### src/rtl/cdb_arbiter.sv
// ---------------------------------------------------------------------------
// cdb_arbiter
//   Collects results from N_SRC functional units into small per-source FIFOs
//   and broadcasts one result per cycle on the common data bus (CDB) using a
//   round-robin grant. Once a grant is presented and the CDB stalls, the
//   grant is locked so the broadcast payload stays stable until it is taken.
//
// Handshake: on both sides a transfer happens at a rising edge where
//   valid=1 and ready=1. A valid, once raised on the CDB, keeps its payload
//   unchanged until the transfer. src_ready depends on registered state only.
//
// Ports
//   clk        : clock, all state updates on the rising edge
//   rst        : synchronous active-high reset
//   flush      : synchronous clear of all buffered results (keeps rr_ptr)
//   src_valid  : per-source result valid                       [N_SRC]
//   src_ready  : per-source accept (FIFO not full)              [N_SRC]
//   src_addr   : per-source dest preg, source i at [i*PREG_W +: PREG_W]
//   src_val    : per-source value,     source i at [i*VAL_W  +: VAL_W]
//   cdb_valid  : CDB broadcast valid
//   cdb_ready  : CDB accept (AND of all consumers)
//   cdb_addr   : broadcast physical register address (0 when idle)
//   cdb_val    : broadcast value (0 when idle)
//   cdb_src    : index of the source driving the CDB (0 when idle)
// ---------------------------------------------------------------------------
module cdb_arbiter #(
    parameter int N_SRC  = 3,
    parameter int PREG_W = 7,
    parameter int VAL_W  = 32,
    parameter int DEPTH  = 2
) (
    input  logic                       clk,
    input  logic                       rst,
    input  logic                       flush,
    input  logic [N_SRC-1:0]           src_valid,
    output logic [N_SRC-1:0]           src_ready,
    input  logic [N_SRC*PREG_W-1:0]    src_addr,
    input  logic [N_SRC*VAL_W-1:0]     src_val,
    output logic                       cdb_valid,
    input  logic                       cdb_ready,
    output logic [PREG_W-1:0]          cdb_addr,
    output logic [VAL_W-1:0]           cdb_val,
    output logic [$clog2(N_SRC)-1:0]   cdb_src
);

    localparam int PTR_W = $clog2(DEPTH);
    localparam int CNT_W = PTR_W + 1;
    localparam int SRC_W = $clog2(N_SRC);
    localparam logic [CNT_W-1:0] FULL_CNT = CNT_W'(DEPTH);
    localparam logic [SRC_W-1:0] LAST_SRC = SRC_W'(N_SRC - 1);

    // FIFO storage and bookkeeping
    logic [PREG_W-1:0] addr_mem_q [N_SRC][DEPTH];
    logic [VAL_W-1:0]  val_mem_q  [N_SRC][DEPTH];
    logic [PTR_W-1:0]  rd_ptr_q [N_SRC];
    logic [PTR_W-1:0]  rd_ptr_d [N_SRC];
    logic [PTR_W-1:0]  wr_ptr_q [N_SRC];
    logic [PTR_W-1:0]  wr_ptr_d [N_SRC];
    logic [CNT_W-1:0]  cnt_q    [N_SRC];
    logic [CNT_W-1:0]  cnt_d    [N_SRC];

    // Arbitration state
    logic [SRC_W-1:0]  rr_ptr_q, rr_ptr_d;
    logic              lock_q, lock_d;
    logic [SRC_W-1:0]  lock_idx_q, lock_idx_d;

    logic [N_SRC-1:0]  nonempty;
    logic [N_SRC-1:0]  push;
    logic [N_SRC-1:0]  pop;
    logic [SRC_W-1:0]  grant;
    logic [SRC_W-1:0]  idx;
    logic              found;
    logic              xfer;

    always_comb begin
        for (int i = 0; i < N_SRC; i++) begin
            nonempty[i]  = (cnt_q[i] != '0);
            src_ready[i] = !rst && (cnt_q[i] != FULL_CNT);
            push[i]      = src_valid[i] && src_ready[i];
        end
    end

    // Round-robin search from rr_ptr; a registered lock overrides it so the
    // payload cannot change while the CDB is stalled.
    always_comb begin
        grant = '0;
        idx   = '0;
        found = 1'b0;
        if (lock_q) begin
            grant = lock_idx_q;
        end else begin
            for (int k = 0; k < N_SRC; k++) begin
                idx = SRC_W'((int'(rr_ptr_q) + k) % N_SRC);
                if (!found && nonempty[idx]) begin
                    grant = idx;
                    found = 1'b1;
                end
            end
        end
    end

    assign cdb_valid = !rst && (|nonempty);
    assign xfer      = cdb_valid && cdb_ready;
    assign cdb_addr  = cdb_valid ? addr_mem_q[grant][rd_ptr_q[grant]] : '0;
    assign cdb_val   = cdb_valid ? val_mem_q[grant][rd_ptr_q[grant]]  : '0;
    assign cdb_src   = cdb_valid ? grant : '0;

    always_comb begin
        for (int i = 0; i < N_SRC; i++) begin
            pop[i]      = xfer && (grant == SRC_W'(i));
            rd_ptr_d[i] = pop[i]  ? rd_ptr_q[i] + PTR_W'(1) : rd_ptr_q[i];
            wr_ptr_d[i] = push[i] ? wr_ptr_q[i] + PTR_W'(1) : wr_ptr_q[i];
            cnt_d[i]    = cnt_q[i];
            if (push[i] && !pop[i]) begin
                cnt_d[i] = cnt_q[i] + CNT_W'(1);
            end else if (pop[i] && !push[i]) begin
                cnt_d[i] = cnt_q[i] - CNT_W'(1);
            end
        end
    end

    always_comb begin
        rr_ptr_d   = rr_ptr_q;
        lock_d     = lock_q;
        lock_idx_d = lock_idx_q;
        if (xfer) begin
            lock_d   = 1'b0;
            rr_ptr_d = (grant == LAST_SRC) ? '0 : grant + SRC_W'(1);
        end else if (cdb_valid) begin
            lock_d     = 1'b1;
            lock_idx_d = grant;
        end
    end

    always_ff @(posedge clk) begin
        if (rst) begin
            for (int i = 0; i < N_SRC; i++) begin
                rd_ptr_q[i] <= '0;
                wr_ptr_q[i] <= '0;
                cnt_q[i]    <= '0;
            end
            rr_ptr_q   <= '0;
            lock_q     <= 1'b0;
            lock_idx_q <= '0;
        end else if (flush) begin
            // Flush drops everything buffered but keeps fairness position.
            for (int i = 0; i < N_SRC; i++) begin
                rd_ptr_q[i] <= '0;
                wr_ptr_q[i] <= '0;
                cnt_q[i]    <= '0;
            end
            lock_q     <= 1'b0;
            lock_idx_q <= '0;
        end else begin
            for (int i = 0; i < N_SRC; i++) begin
                rd_ptr_q[i] <= rd_ptr_d[i];
                wr_ptr_q[i] <= wr_ptr_d[i];
                cnt_q[i]    <= cnt_d[i];
            end
            rr_ptr_q   <= rr_ptr_d;
            lock_q     <= lock_d;
            lock_idx_q <= lock_idx_d;
        end
    end

    // Storage needs no reset; occupancy counters decide what is visible.
    always_ff @(posedge clk) begin
        for (int i = 0; i < N_SRC; i++) begin
            if (!rst && !flush && push[i]) begin
                addr_mem_q[i][wr_ptr_q[i]] <= src_addr[i*PREG_W +: PREG_W];
                val_mem_q[i][wr_ptr_q[i]]  <= src_val[i*VAL_W +: VAL_W];
            end
        end
    end

endmodule

### config.mk
export PLATFORM = sky130hd
export DESIGN_NAME = cdb_arbiter
export DESIGN_NICKNAME = d
export VERILOG_FILES = /design/src/rtl/cdb_arbiter.sv
export SDC_FILE = /design/constraint.sdc
export NUM_CORES = 1
export LEC_CHECK = 0
export CORE_MARGIN = 2
export CORE_UTILIZATION = 53
export CTS_CLUSTER_DIAMETER = 80
export DETAILED_ROUTE_END_ITERATION = 12
export GPL_ROUTABILITY_DRIVEN = 0
export PLACE_DENSITY_LB_ADDON = 0.12
export SETUP_SLACK_MARGIN = 0.02
export SYNTH_ARGS = -nofsm -noshare
export SYNTH_HDL_FRONTEND = slang
export SYNTH_SLANG_ARGS = --single-unit
export TNS_END_PERCENT = 50
### constraint.sdc
create_clock -name clk -period 5.6 [get_ports clk]
set_clock_uncertainty 0.1 [all_clocks]
set_input_delay 0.56 -clock clk [delete_from_list [all_inputs] [get_ports clk]]
set_output_delay 0.56 -clock clk [all_outputs]
set_load 0.02 [all_outputs]
==> results of run 1 <==
==> metal layers <==
metal	track usage, %	part of all wire, %
met5	0	0
met4	7.89	2.6
met3	4.27	6.9
met2	42.0	50
met1	32.2	40
==> worst paths after layout <==
path / end / slack (ps) / cells past startpoint
setup reg to reg: cnt_q[0][5] / 1980 / 11
setup / recovery: cdb_val[15] / 450 / 10
hold / removal: lock_idx_q[0] / 420 / 2
hold reg to reg: lock_idx_q[0] / 420 / 2
==> cell usage after synthesis (3+ instances only) <==
master and count:
o21ai_0 80, a21oi_1 165, or3_1 3, ha_1 6, nand2_1 93, dfxtp_1 5, nor2_1 20, mux2_4 10
nor3b_1 3, clkbuf_1 44, inv_1 10, xnor2_1 6, buf_2 7, mux2_2 30, o21ai_1 3, edfxtp_1 246
nor3_1 4
==> final cells by class <==
cell class / count / area [um2] / share of cell area [%]
Timing Repair Buffer: 184 / 1860 / 14.3
Antenna cell: 1 / 2.50 / 0.0191
Sequential cell: 251 / 7490 / 57.3
Clock buffer: 32 / 652 / 4.99
Tap cell: 265 / 332 / 2.54
Multi-Input combinational cell: 451 / 2650 / 20.3
Inverter: 11 / 41.3 / 0.316
Clock inverter: 8 / 45.0 / 0.344
==> stage by stage <==
step | hold slack, ps | instance area, um2
after floorplan | 367 | 10300
after global placement | 386 | 12400
after detailed placement | 406 | 12400
after CTS | 418 | 13100
after global routing | 443 | 13100
final | 421 | 13100
==> power breakdown <==
part	switching [W]	leakage (nW)	internal, W
Sequential	0.0000253	2.30	0.00212
Combinational	0.000699	1.66	0.000535
Clock	0.000643	0.342	0.000815
==> state kept, by name, summed over array words and instances (netlist names) <==
| signal | cells |
|---|---|
| lock_idx_q | 2 |
| lock_q | 1 |
| rr_ptr_q | 2 |
| cnt_q | 6 |
| wr_ptr_q | 3 |
| val_mem_q | 192 |
| addr_mem_q | 42 |
| rd_ptr_q | 3 |
==> cells by family after synthesis <==
| kind of cell | count (synthesis) | synth area share, % |
|---|---|---|
| and+or+nand+nor | 135 | 5.50 |
| adders and majority gates | 6 | 0.726 |
| muxes | 43 | 5.02 |
| buffers and inverters | 64 | 2.55 |
| AOI/OAI and AO/OA | 261 | 13.3 |
| xor gates and xnor gates | 6 | 0.508 |
| DFF | 251 | 72.4 |
==> worst max-delay path: stages (launching register included) <==
cell and delay (ps):
dfxtp_1 360, inv_1 70, ha_1 360, a21o_1 200
or3_1 430, o311a_2 370, buf_4 380, a21oi_4 530
buf_12 310, mux2_2 370, clkdlybuf4s50_1 550
==> impl_metrics.env, run 1 <==
export IMPL_synth_edff_count=246
export IMPL_synth_warnings=0
export IMPL_pre_cts_slack_ps=1000
export IMPL_die_area_um2=20600
export IMPL_async_flop_share_pct=0
export IMPL_endpoint_kind="output pin"
export IMPL_required_ps=4940
export IMPL_ys_types=41
export IMPL_core_um2=19300
export IMPL_cellLeakagePower_nw=4.30
export IMPL_place_inst=1162
export IMPL_drive_gt1_share_pct=11.4
export IMPL_ys_top_cells_by_area="edfxtp_1, a21oi_1, o21ai_0"
export IMPL_wirelength_mm=25.2
export IMPL_min_path_type="flop to flop"
export IMPL_cts_buffers=25
export IMPL_ys_flop_type="edfxtp_1"
export IMPL_period_minus_slack_ps=5150
export IMPL_fin_util_pct=67.9
export IMPL_crit_fanout=52
export IMPL_route_vias_total=6909
export IMPL_syn_inst=766
export IMPL_status="completed"
export IMPL_clk_pin_slew_ps=60
export IMPL_cts_root_buf="clkbuf_16"
export IMPL_syn2layout_area_growth_pct=26.5
export IMPL_synth_nets=896
export IMPL_clk_latency_ps=500
export IMPL_crit_path_start="rr_ptr_q[0]"
export IMPL_maxSlewHeadroom_pct=14.9
export IMPL_hold_viol=0
export IMPL_overflow=0
export IMPL_ios=169
export IMPL_cts_sinks=251
export IMPL_cts_htree_levels=1
export IMPL_stdcell_count=1203
export IMPL_num_fill_cells=1403
export IMPL_cts_tree="done"
export IMPL_cap_viol_max_count=0
export IMPL_start_util_pct=53.6
export IMPL_rsz0062_at_grt="no"
export IMPL_grt_max_degree=81
export IMPL_critical_path_class="flop to output pin"
export IMPL_final_setup_tns_ps=0
export IMPL_die_w_um=144
export IMPL_worst_pin_slew_ps=1270
export IMPL_ant_nets=0
export IMPL_grt_pass1_vias=7125
export IMPL_postCtsHoldBufs=0
export IMPL_power_w=0.00484
export IMPL_finalMaxSlewViolations=0
export IMPL_timing_final_crit_share_pct=91.9
export IMPL_startpoint_type="flop"
export IMPL_wl_per_cell_um=21.0
export IMPL_drt_iter0_markers=535
export IMPL_cts_resized=0
export IMPL_nNetsFinal=1054
export IMPL_cts_setup_buffers=0
export IMPL_routed_via_density=5.74
export IMPL_die_h_um=144
export IMPL_drt_pass1_iterations=6
export IMPL_antenna_found_initial=2
export IMPL_dp_hpwl_mm=15.9
export IMPL_drc_errors=0
export IMPL_synth_top_cell_area_share_pct=71.5
export IMPL_grt_pass1_wl_mm=38.2
export IMPL_yosysSeqAreaShare_pct=72.4
export IMPL_worst_slack_ps=455
export IMPL_grt_usage_pct=24.5
export IMPL_yosysTopAreaCell="edfxtp_1"
export IMPL_hp_start="lock_idx_q[0]"
export IMPL_arrival_ps=4490
export IMPL_r2r_start="rr_ptr_q[1]"
export IMPL_synth_seq_cells=251
export IMPL_setup_viol=0
export IMPL_max_vdd_ir_drop_mv=0.220
export IMPL_synth_area_um2=10300
export IMPL_final_cell_mix="edfxtp_1, clkdlybuf4s50_1, a21oi_1, nand2_1, o21ai_0"
export IMPL_io_buffers=168
export IMPL_clock_path_buffers=3
export IMPL_layout_commonest_cell="edfxtp_1"
export IMPL_fmax_mhz=194
export IMPL_p_per_area_nw_per_um2=370
export IMPL_rows=51
export IMPL_syn_area_per_cell_um2=13.5
No activity file was read; power rests on OpenSTA's default activity.
==> run 2, diff against run 1 <==
- ABC_AREA: unset -> 1
- CORE_UTILIZATION: 53 -> 55
==> impl_metrics.env, run 2 <==
export IMPL_rows=52
export IMPL_slowest_stage="clkdlybuf4s50_1"
export IMPL_grt_busiest_layer="met2"
export IMPL_p_per_area_nw_per_um2=376
export IMPL_synth_area_um2=11500
export IMPL_synth_edff_count=246
export IMPL_ys_flop_type="edfxtp_1"
export IMPL_yosysMostFrequentCell="nand2_1"
export IMPL_drt_iter0_markers=541
export IMPL_ys_types=27
export IMPL_hold_viol=0
export IMPL_startpoint_type="flop"
export IMPL_period_minus_slack_ps=5110
export IMPL_cellLeakagePower_nw=5.96
export IMPL_arrival_ps=4450
export IMPL_synth_nets=1290
export IMPL_maxSlewHeadroom_pct=33.0
export IMPL_die_w_um=148
export IMPL_cts_tree="done"
export IMPL_gr_usage_met1_pct=31.8
export IMPL_worst_pin_slew_ps=1010
export IMPL_syn_area_per_cell_um2=9.88
export IMPL_cts_setup_buffers=0
export IMPL_cts_sinks=251
export IMPL_largest_register_ffs=192
export IMPL_clk_latency_ps=520
export IMPL_overflow=0
export IMPL_grt_max_degree=82
export IMPL_synth_top_cell_area_share_pct=64.4
export IMPL_r2r_start="rr_ptr_q[0]"
export IMPL_cts_root_buf="clkbuf_16"
export IMPL_drc_errors=0
export IMPL_ios=169
export IMPL_finalMaxSlewViolations=0
export IMPL_cts_htree_levels=1
export IMPL_route_vias_total=8254
export IMPL_syn_inst=1160
export IMPL_pre_cts_slack_ps=909
export IMPL_use_met3_pct=3.56
export IMPL_r2r_end="cnt_q[0][3]"
export IMPL_ant_nets=0
export IMPL_min_path_type="flop to flop"
export IMPL_core_um2=20400
export IMPL_drive_gt1_share_pct=4.95
export IMPL_dp_hpwl_mm=16.1
export IMPL_final_setup_tns_ps=0
export IMPL_wl_per_cell_um=16.8
export IMPL_clk_pin_slew_ps=60
export IMPL_cap_viol_max_count=0
export IMPL_die_area_um2=22000
export IMPL_grt_pass1_vias=7823
export IMPL_timing_final_crit_share_pct=91.2
export IMPL_grt_pass1_wl_mm=41.4
export IMPL_yosysSeqAreaShare_pct=65.3
export IMPL_die_h_um=148
export IMPL_crit_fanout=42
export IMPL_regToRegSetupSlack_ps=2160
export IMPL_endpoint="cdb_addr[1]"
export IMPL_yosys_top_cells_count="nand2_1, edfxtp_1, inv_1, nor2_1, nand3b_1"
export IMPL_ys_top_cells_by_area="edfxtp_1, nand2_1, nand3b_1"
export IMPL_nNetsFinal=1444
export IMPL_final_cell_mix="nand2_1, edfxtp_1, clkdlybuf4s50_1, inv_1, nor2_1"
export IMPL_yosysTopAreaCell="edfxtp_1"
export IMPL_clock_path_buffers=3
export IMPL_fmax_mhz=196
export IMPL_worst_slack_ps=491
export IMPL_io_buffers=168
export IMPL_routed_via_density=5.14
export IMPL_status="completed"
export IMPL_wirelength_mm=26.9
export IMPL_grt_usage_pct=24.4
export IMPL_rsz0062_at_grt="no"
export IMPL_crit_path_start="rr_ptr_q[0]"
export IMPL_drt_pass1_iterations=4
export IMPL_worstRegToRegCells=13
export IMPL_use_met2_pct=41.9
export IMPL_max_vdd_ir_drop_mv=0.233
export IMPL_layout_commonest_cell="nand2_1"
export IMPL_synth_seq_cells=251
export IMPL_max_stage_delay_ps=630
export IMPL_start_util_pct=56.3
export IMPL_cts_buffers=26
export IMPL_syn2layout_area_growth_pct=23.5
export IMPL_endpoint_kind="output pin"
export IMPL_critical_path_class="flop to output pin"
export IMPL_async_flop_share_pct=0
export IMPL_setup_viol=0
export IMPL_antenna_found_initial=1
export IMPL_required_ps=4940
export IMPL_crit_chain="inv_1, ha_1, inv_1, nand3_1, nand3_1, nor2_1, nand3_1, nand3_2, nand2_4, inv_4, nand2_1, nand2_4, buf_4, nor2_1, nor2_1, clkdlybuf4s50_1"
export IMPL_synth_warnings=0
## run 2: metrics by stage
| step | hold slack (ps) | instance area, um2 | power (W) | utilization, % | instances |
|---|---|---|---|---|---|
| 2_1_floorplan | 411 | 11500 | 0.00325 | - | 1160 |
| 3_3_place_gp | 432 | 13400 | 0.00376 | 65.7 | 1556 |
| 3_5_place_dp | 450 | 13400 | 0.00379 | 65.7 | 1556 |
| 4_1_cts | 455 | 14100 | 0.00536 | 69.5 | 1604 |
| 5_1_grt | 467 | 14200 | 0.00561 | 69.5 | 1604 |
| 6_report | 452 | 14200 | 0.00533 | 69.5 | 1605 |
## run 2: worst min path at each step
| stage | start | to | slack (ps) | depth (start not counted) |
|---|---|---|---|---|
| floorplan | lock_idx_q[1] | lock_idx_q[1] | 410 | 4 |
| global placement | lock_idx_q[1] | lock_idx_q[1] | 430 | 4 |
| detailed placement | lock_idx_q[1] | lock_idx_q[1] | 450 | 4 |
| CTS | rd_ptr_q[1] | rd_ptr_q[1] | 460 | 1 |
| global route | rd_ptr_q[1] | rd_ptr_q[1] | 470 | 1 |
| finish | rd_ptr_q[2] | rd_ptr_q[2] | 450 | 1 |
## run 2: layer usage
layer | wire length, um | share of wire (%) | vias to the layer above
li1 | - | - | 4031
met3 | 2020 | 7.5 | 49
met1 | 10800 | 40 | 3853
met2 | 13200 | 49 | 321
met5 | 0 | 0 | -
met4 | 813 | 3.0 | 0
## run 2: final cells by class
cell class | instances | area, um2
Antenna cell | 1 | 2.50
Clock buffer | 37 | 723
Clock inverter | 11 | 48.8
Fill cell | 1552 | 6210
Inverter | 146 | 551
Multi-Input combinational cell | 708 | 3220
Sequential cell | 251 | 7490
Tap cell | 270 | 338
Timing Repair Buffer | 181 | 1780
## run 2: repair_timing
action	CTS	global route
hold buffers	0	0
setup endpoints to repair	0	5
hold endpoints to repair	0	0
resized for setup	0	1
## run 2: where the power goes
group	internal (W)	total [W]	leakage (nW)	switching (W)
combinational	0.000578	0.00162	3.28	0.00104
clock	0.000894	0.00157	0.382	0.000673
sequential	0.00212	0.00214	2.30	0.0000193
total	0.00359	0.00533	5.96	0.00173
## run 2: kinds of logic after synthesis
family | count (synthesis) | synth area share [%]
adders and majority gates | 6 | 0.655
AOI/OAI and AO/OA | 55 | 2.46
and+or+nand+nor | 644 | 24.2
buffers and inverters | 201 | 7.17
DFF | 251 | 65.3
xor gates and xnor gates | 3 | 0.229
## run 2: critical path: cells and delay by family (launching register included)
family | cells | cell delay (ps)
AND/OR/NAND/NOR | 10 | 1600
adder cells (fa/ha/maj) | 1 | 350
flip-flops | 1 | 350
buffers and inverters | 5 | 1610
==> RTL edit: new RTL, config.mk and constraints of run 1 <==
Make the reset (`rst`) asynchronous in one clocked block. Comments in the files are not updated.
--- a/src/rtl/cdb_arbiter.sv
+++ b/src/rtl/cdb_arbiter.sv
@@ -132,7 +132,7 @@
         end
     end
 
-    always_ff @(posedge clk) begin
+    always_ff @(posedge clk or posedge rst) begin
         if (rst) begin
             for (int i = 0; i < N_SRC; i++) begin
                 rd_ptr_q[i] <= '0;
Formal check against the unedited RTL: same outputs for any inputs over 4 cycles, from zero or initial values and one cycle with rst high; that may be too few to reach the edited logic, so the function may still have changed.
==> RTL edit against run 1 <==
Wire length increased by 5.2%. Synthesized area grew 0.27%. Utilization rose by 0.47 points. Design area grew 1.0%. Via count is 3.5% higher. First-iteration DRC count is 8.6% lower. Worst setup slack lost 180 ps. Sequential cell count is the same. Critical path type unchanged.
Power is not compared: it rests on default switching activity, and its combinational part moved more than twofold at a synthesized area within 25%.
==> RTL edit: results (changes against run 1) <==
| Metric | Value |
|---|---|
| Setup bufs post-CTS | `0 (unchanged)` |
| Initial antenna violation count | `0 (was 2)` |
| Post-DP Area | `0.0124 mm^2 (about the same)` |
| Largest net degree at the start of global routing | `83 (was 81)` |
| Global routing usage on met2 | `0.442 (was 0.420)` |
| Drc violations | `0 (unchanged)` |
| Via density | `5.81 (was 5.74)` |
| Critical Path Source | `rr_ptr_q[0] (unchanged)` |
| Hold/Removal Path Class | `in2async (was reg2reg)` |
| Worst-Margin Slew | `1250 ps (was 1270 ps)` |
| Slowest stage cell, crit path | `clkdlybuf4s50_1 (unchanged)` |
| CP peak stage delay | `620 ps (was 550 ps)` |
| Layout cell share with drive strength beyond 1 | `0.0797 (was 0.114)` |
| Async SR Flop Fraction | `0.0677 (was 0)` |
| Initial DRT Pass Iterations | `5 (was 6)` |
| Post-synth EDFFs | `234 (was 246)` |
| Synth warnings | `0 (unchanged)` |
| Worst Hold Slack | `423 ps (was 421 ps)` |
| Syn_nets | `909 (was 896)` |
| N_diodes | `0 (was 1)` |
| Port Buffers | `168 (unchanged)` |
| Total GRT Usage | `0.254 (was 0.245)` |
| Tmin final | `5330 ps (was 5150 ps)` |
| Initial DRC count | `489 (was 535)` |
| Status | `complete, no violations (unchanged)` |
| Synth cell types | `42 (was 41)` |
| Worst skew pair latency | `520 ps (was 500 ps)` |
| Synth Instances | `781 (was 766)` |
| Via count | `7153 (was 6909)` |
| Post-synthesis sequential area ratio | `0.719 (was 0.724)` |
| Reg2reg setup slack | `roughly 2000 ps` |
| Met3 Use GR | `0.0520 (was 0.0427)` |
| Post-Route WL | `26500 um (was 25200 um)` |
| Grt met1 use | `0.322 (about the same)` |
| Crit-path max FO | `27 (was 52)` |
| TritonCTS buffer count | `27 (was 25)` |
| Top post-synthesis cells by area | `edfxtp_1 68%, a211o_1 6.7%, a21oi_1 6.1% (was edfxtp_1 71%, a21oi_1 8.0%, o21ai_0 3.9%)` |
| Setup Slack @ Placement | `670 ps (was 1000 ps)` |
| Final nets | `1073 (was 1054)` |
| First-pass GRT wire length | `39800 um (was 38200 um)` |
| Detail Placement HPWL | `16000 um (was 15900 um)` |
| Vias in the first global route | `7383 (was 7125)` |
| Synth cell count leaders | `234 x edfxtp_1, 126 x a21oi_1, 104 x nor2_1 (was 246 x edfxtp_1, 165 x a21oi_1, 93 x nand2_1)` |
| Crit-path leading delay family | `simple AND/OR/NAND/NOR gates (was buffers and inverters)` |
-- RTL edit: cell count changes after synthesis, moves of 5 or more --
cell	before	now
xor2_1	0	7
nor2_1	20	104
dfxtp_1	5	0
o21ai_0	80	3
a211o_1	0	79
edfxtp_1	246	234
mux2_4	10	0
dfrtp_1	0	17
clkbuf_1	44	32
mux2_2	30	0
a21oi_1	165	126
buf_2	7	12
-- RTL edit: routing by layer --
| layer | up-vias | share of wire |
|---|---|---|
| met1 | 3559 | 0.40 |
| met2 | 287 | 0.51 |
| met5 | - | 0 |
| li1 | 3248 | - |
| met3 | 59 | 0.068 |
| met4 | 0 | 0.023 |
-- RTL edit: final cells by class --
class                      count  area, um^2
timing repair buffer         188        1880
clock inverter                16         118
fill                        1394        6120
clock buffer                  34         712
inverter                      10        37.5
tap                          265         332
multi-input combinational    467        2680
sequential                   251        7450
-- RTL edit: final timing paths --
kind / endpoint / cells after the start
max in group asynchronous: rd_ptr_q[0] / 3
worst min register to register: lock_idx_q[0] / 2
worst min-delay path: cnt_q[0] / 3
worst max-delay path: cdb_addr[0] / 12
worst max register to register: cnt_q[1] / 12
min in group clk: lock_idx_q[0] / 2
-- RTL edit: kinds of logic after synthesis --
kind of cell | share of synthesized area
flops | 0.719
compound gates | 0.146
simple gates | 0.0863
buf+inv | 0.0283
xor+xnor | 0.0127
fa+ha+maj | 0.00483
mux | 0.00290
-- RTL edit: power groups by stage --
stage          registers, mW  clock network [mW]  logic [mW]
2_1_floorplan           2.24                   0        2.62
3_3_place_gp            2.24                   0        3.69
3_5_place_dp            2.25                   0        3.81
4_1_cts                 2.21                1.69        3.84
5_1_grt                 2.22                1.76        4.18
6_report                2.21                1.66        3.85
